===== src/rtl/recur_seq_gen.sv =====
// recur_seq_gen
// -------------
// Streams the terms of a small linear recurrence (Fibonacci, Pell,
// Tribonacci or Jacobsthal) over a valid/ready output port. Start samples the
// mode, seeds and length. Each term is then offered with its index until the
// consumer takes it. Overflowing sums either wrap or saturate, depending on
// SAT. A sticky flag reports that some term of the current sequence
// overflowed.
//
// Ports
//   clk          clock, all logic on the rising edge
//   rst_n        asynchronous active-low reset
//   start_i      request a new sequence (only honoured when idle)
//   abort_i      synchronous cancel of a running sequence
//   mode_i       recurrence select: 0 Fib, 1 Pell, 2 Tribonacci, 3 Jacobsthal
//   seed0_i..2_i initial terms t0, t1, t2 (t2 used in Tribonacci only)
//   len_i        number of terms to emit (0 gives an immediate done)
//   out_ready_i  consumer accepts the presented term
//   out_valid_o  out_data_o holds a term
//   out_data_o   current term
//   out_idx_o    index of the current term, starting at 0
//   out_last_o   the current term is the final one
//   overflow_o   sticky overflow flag for the current sequence
//   busy_o       a sequence is being emitted
//   done_o       one-cycle pulse at normal completion
module recur_seq_gen #(
  parameter int W     = 16,
  parameter int CNT_W = 8,
  parameter bit SAT   = 1'b0
) (
  input  logic             clk,
  input  logic             rst_n,
  input  logic             start_i,
  input  logic             abort_i,
  input  logic [1:0]       mode_i,
  input  logic [W-1:0]     seed0_i,
  input  logic [W-1:0]     seed1_i,
  input  logic [W-1:0]     seed2_i,
  input  logic [CNT_W-1:0] len_i,
  input  logic             out_ready_i,
  output logic             out_valid_o,
  output logic [W-1:0]     out_data_o,
  output logic [CNT_W-1:0] out_idx_o,
  output logic             out_last_o,
  output logic             overflow_o,
  output logic             busy_o,
  output logic             done_o
);

  typedef enum logic [1:0] {IDLE, RUN, FIN} state_t;

  localparam int SW = W + 2;
  localparam logic [SW-1:0]    MAX_TERM = {2'b00, {W{1'b1}}};
  localparam logic [CNT_W-1:0] ONE      = CNT_W'(1);
  localparam logic [CNT_W-1:0] TWO      = CNT_W'(2);

  state_t           state_q;
  logic [1:0]       mode_q;
  logic [CNT_W-1:0] len_q;
  logic [CNT_W-1:0] idx_q;
  logic [W-1:0]     cur_q;
  logic [W-1:0]     prev1_q;
  logic [W-1:0]     prev2_q;
  logic [W-1:0]     seed1_q;
  logic [W-1:0]     seed2_q;
  logic             valid_q;
  logic             last_q;
  logic             ovf_q;
  logic             busy_q;
  logic             done_q;

  logic [SW-1:0]    curX;
  logic [SW-1:0]    p1X;
  logic [SW-1:0]    p2X;
  logic [SW-1:0]    sum_d;
  logic [W-1:0]     next_d;
  logic             nextOvf_d;
  logic [CNT_W-1:0] idxNext_d;
  logic             lastNext_d;

  // Next term, computed from the history of the term now on the port.
  // The sums are formed two bits wider than a term so that no carry is lost
  // before the overflow test. Index 1 always comes from seed1. Index 2 comes
  // from seed2 only in Tribonacci mode. In every other case the recurrence
  // result is used.
  always_comb begin
    curX = {2'b00, cur_q};
    p1X  = {2'b00, prev1_q};
    p2X  = {2'b00, prev2_q};
    case (mode_q)
      2'd0:    sum_d = curX + p1X;
      2'd1:    sum_d = (curX << 1) + p1X;
      2'd2:    sum_d = curX + p1X + p2X;
      default: sum_d = curX + (p1X << 1);
    endcase

    idxNext_d  = idx_q + ONE;
    lastNext_d = (idxNext_d == (len_q - ONE));
    nextOvf_d  = 1'b0;

    if (idxNext_d == ONE) begin
      next_d = seed1_q;
    end else if ((idxNext_d == TWO) && (mode_q == 2'd2)) begin
      next_d = seed2_q;
    end else if (sum_d > MAX_TERM) begin
      nextOvf_d = 1'b1;
      next_d    = SAT ? {W{1'b1}} : sum_d[W-1:0];
    end else begin
      next_d = sum_d[W-1:0];
    end
  end

  // Control FSM with registered outputs. On each transfer the history shifts
  // by one term. The overflow flag is updated in the same cycle, so it rises
  // together with the first overflowed term on the port. A start with len=0
  // goes straight to FIN and pulses done without presenting any term.
  always_ff @(posedge clk or negedge rst_n) begin
    if (!rst_n) begin
      state_q <= IDLE;
      mode_q  <= '0;
      len_q   <= '0;
      idx_q   <= '0;
      cur_q   <= '0;
      prev1_q <= '0;
      prev2_q <= '0;
      seed1_q <= '0;
      seed2_q <= '0;
      valid_q <= 1'b0;
      last_q  <= 1'b0;
      ovf_q   <= 1'b0;
      busy_q  <= 1'b0;
      done_q  <= 1'b0;
    end else begin
      done_q <= 1'b0;
      case (state_q)
        IDLE: begin
          if (start_i) begin
            mode_q  <= mode_i;
            len_q   <= len_i;
            seed1_q <= seed1_i;
            seed2_q <= seed2_i;
            cur_q   <= seed0_i;
            prev1_q <= '0;
            prev2_q <= '0;
            idx_q   <= '0;
            ovf_q   <= 1'b0;
            if (len_i != '0) begin
              state_q <= RUN;
              valid_q <= 1'b1;
              busy_q  <= 1'b1;
              last_q  <= (len_i == ONE);
            end else begin
              state_q <= FIN;
              done_q  <= 1'b1;
            end
          end
        end
        RUN: begin
          if (abort_i) begin
            state_q <= IDLE;
            valid_q <= 1'b0;
            last_q  <= 1'b0;
            busy_q  <= 1'b0;
          end else if (valid_q && out_ready_i) begin
            if (last_q) begin
              state_q <= FIN;
              valid_q <= 1'b0;
              last_q  <= 1'b0;
              busy_q  <= 1'b0;
              done_q  <= 1'b1;
            end else begin
              prev2_q <= prev1_q;
              prev1_q <= cur_q;
              cur_q   <= next_d;
              idx_q   <= idxNext_d;
              last_q  <= lastNext_d;
              ovf_q   <= ovf_q | nextOvf_d;
            end
          end
        end
        FIN: begin
          state_q <= IDLE;
        end
        default: begin
          state_q <= IDLE;
        end
      endcase
    end
  end

  assign out_valid_o = valid_q;
  assign out_data_o  = cur_q;
  assign out_idx_o   = idx_q;
  assign out_last_o  = last_q;
  assign overflow_o  = ovf_q;
  assign busy_o      = busy_q;
  assign done_o      = done_q;

endmodule


===== config.mk =====
export PLATFORM = sky130hd
export DESIGN_NAME = recur_seq_gen
export DESIGN_NICKNAME = d
export VERILOG_FILES = /design/src/rtl/recur_seq_gen.sv
export SDC_FILE = /design/constraint.sdc
export NUM_CORES = 1
export LEC_CHECK = 0
export CORE_ASPECT_RATIO = 0.9
export CORE_UTILIZATION = 33
export CTS_CLUSTER_DIAMETER = 30
export DETAILED_ROUTE_END_ITERATION = 6
export HOLD_SLACK_MARGIN = 0.02
export PLACE_DENSITY_LB_ADDON = 0.08
export SKIP_LAST_GASP = 1
export SLEW_MARGIN = 5
export SYNTH_ARGS = -nofsm -noshare
export SYNTH_HDL_FRONTEND = slang
export SYNTH_SLANG_ARGS = --single-unit

===== constraint.sdc =====
create_clock -name clk -period 3.5 [get_ports clk]
set_clock_uncertainty 0.15 [all_clocks]
set_input_delay 0.7 -clock clk [delete_from_list [all_inputs] [get_ports clk]]
set_output_delay 0.7 -clock clk [all_outputs]
set_load 0.1 [all_outputs]

Yosys cells after proc, flatten, opt, wreduce, memory -nomap -nowiden
Cells that the tools add are included.
Widths: inputs -> output; s select.
Storage, ports and cells
  logic and storage cells: 100
  bits in latches: 0
  memory bits (writable): 0
  memories kept: 0
  register bits after elaboration: 104
  bits in read-only memories: 0
Operators by class
  $add $sub $neg: 6
  reductions and logical operators: 11
  multiplexer cells: 54
  $lt $le $gt $ge: 1
  div/mod/pow operators: 0
  shift-type cells: 0
  eq/ne operators: 14
  multiply operators: 0
  bitwise operators: 1
Operator list (number)
  $mux 16: 13
  $pmux 16 s2: 3
  $pmux 18 s3: 1
  $add 17x16->18: 2
  $mux 8: 4
  $mux 1: 22
  $add 16x17->18: 1
  $gt 18x16->1 const B: 1
  $add 16x16->17: 1
  $eq 8x1->1 const B: 2
  $pmux 8 s2: 1
  $mux 2: 5
  $ne 2x2->1 const B: 5
  $reduce_and 5->1: 2
  $add 8x1->8 const B: 1
  $eq 8x2->1 const B: 1
  $eq 8x8->1: 1
  $pmux 1 s2: 4
  $reduce_bool 8->1: 1
  $sub 8x1->8 const B: 1
  $ne 3x3->1 const B: 2
  $eq 2x1->1 const B: 2
  $logic_not 2->1: 2
  $pmux 2 s2: 1
  other kinds (7): 8

Depth between registers and ports, before layout
  word-level depth: 12
  gate-level depth with buffers: 18
  mapped depth without buffers: 18

Least setup slack after synthesis
Ideal clock, no wire load.
  path kind: reg2reg
  start: reg cur_q[1], in the netlist out_data_o[1]
  end: reg cur_q[10], in the netlist out_data_o[10]
  stages on the path, launching flop included: 16
  required time: 3226 ps
  library setup time: 124 ps
  period minus slack after synthesis: 4264 ps
  arrival: 3990 ps
  path slack: -764 ps
  cell sequence: dfrtp_1 ha_1 a21o_1 a21oi_1 o21bai_1 a21oi_1 xnor2_1 ha_1 or4_1 o21ai_0 a211oi_1 a211oi_1 xnor2_1 a211oi_1 o221a_2 o21ai_1
Between the ends
  longest elaborated chain between the ends: 9
  elaborated cells on any way between the ends: 11
  those cells by class: add/sub (4); mux (7)
Ends and longest elaborated chain
  start: declaration: line 61  | logic [W-1:0] cur_q;
  start signal: assignment: line 142  | cur_q <= seed0_i;
  start signal: assignment: line 174  | cur_q <= next_d;
  $add 16x16->17: line 91, 93
  $add 17x16->18: line 93  | 2'd2: sum_d = curX + p1X + p2X;
  $pmux 18 s3 *: line 90  | case (mode_q)
  $mux 16 *: line 103  | end else if ((idxNext_d == TWO) && (mode_q == 2'd2)) begin
  $mux 16 *: line 101  | if (idxNext_d == ONE) begin
  $mux 16 *: line 165  | if (last_q) begin
  $mux 16 *: line 164  | end else if (valid_q && out_ready_i) begin
  $mux 16 *: line 159  | if (abort_i) begin
  $pmux 16 s2 *: line 135  | case (state_q)
Mark *: on every way between the ends. The rest lies on a longest branch, timed or not. The select of a mux whose other input is x is not followed.
A chain may end at the register's enable or synchronous reset.

Worst setup path after layout
  start: reg cur_q[5], in the netlist out_data_o[5]
  end: reg cur_q[11], in the netlist out_data_o[11]
Same word-level chain as after synthesis.

==> impl_results.md <==
- Reg2reg end: out_data_o[11]
- Crit path setup slack, layout: -0.212 ns
- WHS: 0.203 ns
- Part of the power in registers: between 20% and 30%
- Critical path class: reg -> reg
- Clock network power share: 15.5%
- Synth Register Bits: 104
- Worst slack, placed: -0.234 ns
- Reg-to-reg slack, setup: -0.21 ns
- Slew headroom: 54.8%
- Number of buffers added on ports: 91
- Top-count cell post-synth: nand2_1
- DP HPWL: 22,400 um
- Core Box Area: between 0.02 and 0.025 mm2
- Comb power frac: 59.9%
- Full die area: 0.0254 mm2
- Fin. max-slew vios: 0
- Initial drt markers: 631
- Multi-input logic area: 0.00577 mm2
- Buf+Inv Stages, Crit Path: 1
- Maximum number of pins on one net before global-route repair: between 40 and 50
- Fin crit share: 106%
- Worst Max-Slew Pin Slew: ~0.68 ns
- Worst VDD drop: 0.000460 V
- Design Area, Final: approximately 0.011 mm2
- HP Class: in -> async
- Die Y: 151 um
- Setup violations, final: 7
- Worst reg2reg path startpoint: out_data_o[5]
- LEAKAGE: roughly 5.2 nW
- CP Data Arrival Time: 3.84 ns
- Worst-path cell chain: ha_4, a21o_1, a31oi_2, nand2_2, o31ai_4, xnor2_2, ha_1, a21o_1, a21o_1, a21oi_1, o31a_1, buf_4, xor2_1, a211oi_2, o21ai_1, o31ai_1
- Starting Density: 33.7%
- First-pass iteration count of the detailed router: 5
- Vias post-DR: between 8,000 and 9,000
- First-pass GRT wire length: 46,200 um
- Placed Area: 0.0103 mm2
- # clock sinks: 104
- Sequential cell area: approximately 0.0026 mm2
- Die Wd: 168 um
- Int Pwr: ~3.5 mW
- Top cells by area, synth: dfrtp_1, nand2_1, ha_1
- GRT overflow: 0
- Post-Layout Cell Count: 1,490
- Critical Path Sink Type: flip-flop
- Xor/xnor share of the synthesized area: 6.63%
- CP top delay family: compound AO/OA/AOI/OAI gates
- Failing checks: negative setup slack
- DRT Wirelength: 29,200 um
- Io pins: 92
- Slowest CP cell: dfrtp_4
- Cell taking the most area after synthesis: dfrtp_1
- TritonCTS clock tree: done
- Tmin final: around 3.7 ns
- F_max: around 270 MHz
- Worst Setup Start Kind: flip-flop
- Post-synth top area share: 31.8%
- Post-layout util: 45.2%
- CTS Buf Count: 9
- Root Buffer: clkbuf_16
- Antenna Cells: 0
- Fin nets: around 1,300
- Hold-fix buffers, CTS: 0
- # DRC: 0
- RePlAce Congestion: between 0.8 and 0.9
- Filler Cell Count: between 2,000 and 2,500
- Max cap viols: 0
- Netlist cell types: 80
- Mux share of post-synthesis cell area: 3.82%
- Synth Area in Simple Gates: 22.3%
- Largest family of logic cells by synthesized area: simple AND/OR/NAND/NOR gates
- Row cnt: 54
- Worst Path Required: approximately 3.6 ns
- Ys async rst share: 100%
- Post-synth EDFFs: 0
- Slowest cell delay on critical path: 0.49 ns
- Worst-skew pair later-pin latency: 0.38 ns
- Vias in the first global route: a little over 8,000
- GRT Total Usage: 24.1%
- Unrepaired setup endpoints after global routing: true
- Layout cells sized above 1: 23.9%
- Worst reg2reg path depth: 16
- PD cells: 596 mW/mm2
- Post-synth top flop: dfrtp_1
- Gate Count Post-Synth: 991
- Part of the Yosys area used for sequential elements: 31.8%
- H-Tree Depth: 3
- Top cell by count, worst path: a21o_1
- Initial antenna violation count: 0
- Run status: finished with violations
- Routed len/inst: 19.6 um
- Net Sw Frac: 46.1%
- CP Max Fanout: 4
- Longest Clk Path Bufs: 2
- Mean Syn Cell Area: 8.26 um2
- Post-placement cell count: 1,463
- Via/cell ratio: between 5 and 6
- Area grow syn2layout: 34.2%
- Complex-gate fraction of the synthesized area: approximately a fifth
- Synth Area in Adders: 11.2%
- Commonest cells post-synth: nand2_1, dfrtp_1, ha_1
- Synth warnings: 0
- Hold Violations, Final: 0
- Clock transition at the registers of the reported paths: about 0.080 ns
- Post-synthesis net count: roughly 1,100
- Post-route ant nets: 0
- P_sw: a little over 3 mW
- Syn Std Cell Area: roughly 0.008 mm2
## repair_timing
| action | in CTS | in global routing |
|---|---|---|
| gates resized for setup | 21 | 48 |
| setup endpoints to repair | 11 | 12 |
| gates cloned | 0 | 0 |
| pin swaps | 13 | 28 |
| setup buffers | 6 | 5 |
## power groups by stage
stage          Sequential, mW  Combinational (mW)  Clock [mW]
6_report                 1.61                3.93        1.02
5_1_grt                  1.64                4.25        1.08
4_1_cts                  1.61                3.79        1.05
3_5_place_dp             1.63                3.68           0
3_3_place_gp             1.63                3.67           0
2_1_floorplan            2.11                1.86           0
## worst max path at each step
stage	start	to	slack, ns	depth (start not counted)
3_5_place_dp	out_data_o[0]	overflow_o	-0.23	17
6_report	out_data_o[5]	out_data_o[11]	-0.21	16
5_1_grt	out_data_o[1]	overflow_o	-0.39	16
2_1_floorplan	out_data_o[0]	overflow_o	-0.16	17
3_3_place_gp	out_data_o[0]	out_data_o[15]	-0.22	17
4_1_cts	out_data_o[0]	out_data_o[15]	-0.13	16
## stage by stage
step | TNS [ns] | power, mW
after detailed placement | -1.36 | 5.31
after global routing | -2.26 | 6.97
after floorplan | -0.419 | 3.97
after CTS | -0.610 | 6.45
final | -0.783 | 6.55
after global placement | -1.27 | 5.30
## flip-flops by register name, indices dropped and copies added (netlist names)
name,cells
busy_o,1
done_o,1
len_q,8
mode_q,2
out_data_o,16
out_idx_o,8
out_last_o,1
overflow_o,1
prev1_q,16
prev2_q,16
seed1_q,16
seed2_q,16
state_q,2
## metal layers
metal,part of all wire (%),vias to the layer above,GRT usage (%)
li1,-,3928,-
met1,50,3881,34.1
met2,44,202,38.2
met3,4.4,28,3.74
met4,1.8,0,6.15
met5,0,-,0
## logic make-up (layout without fill, tap and decap cells)
group / Yosys count / count (layout)
AO/OA/AOI/OAI: 256 / 256
XOR/XNOR: 62 / 62
adder cells (fa/ha/maj): 71 / 71
buffers and inverters: 70 / 261
flip-flops: 104 / 104
multiplexers: 20 / 20
AND/OR/NAND/NOR: 408 / 408
## final cells by class
cell class                      instances  share of cell area [%]
Clock inverter                          6                   0.399
Multi-Input combinational cell        817                    52.6
Tap cell                              308                    3.51
Sequential cell                       104                    24.0
Inverter                               24                   0.820
Clock buffer                           10                    2.08
Timing Repair Buffer                  221                    16.6
## layout by cell type (no fill, tap or decap), drive strengths merged, types with 18 or more instances in the layout
cell | synthesis | layout
a211oi | 23 | 23
a21o | 22 | 22
a21oi | 61 | 61
buf | 19 | 160
clkdlybuf4s50 | 0 | 61
dfrtp | 104 | 104
ha | 67 | 67
inv | 23 | 25
nand2 | 234 | 234
nand3 | 60 | 60
nor2 | 40 | 40
o21ai | 56 | 56
xnor2 | 44 | 44
xor2 | 18 | 18
(Power assumes the default switching activity.)
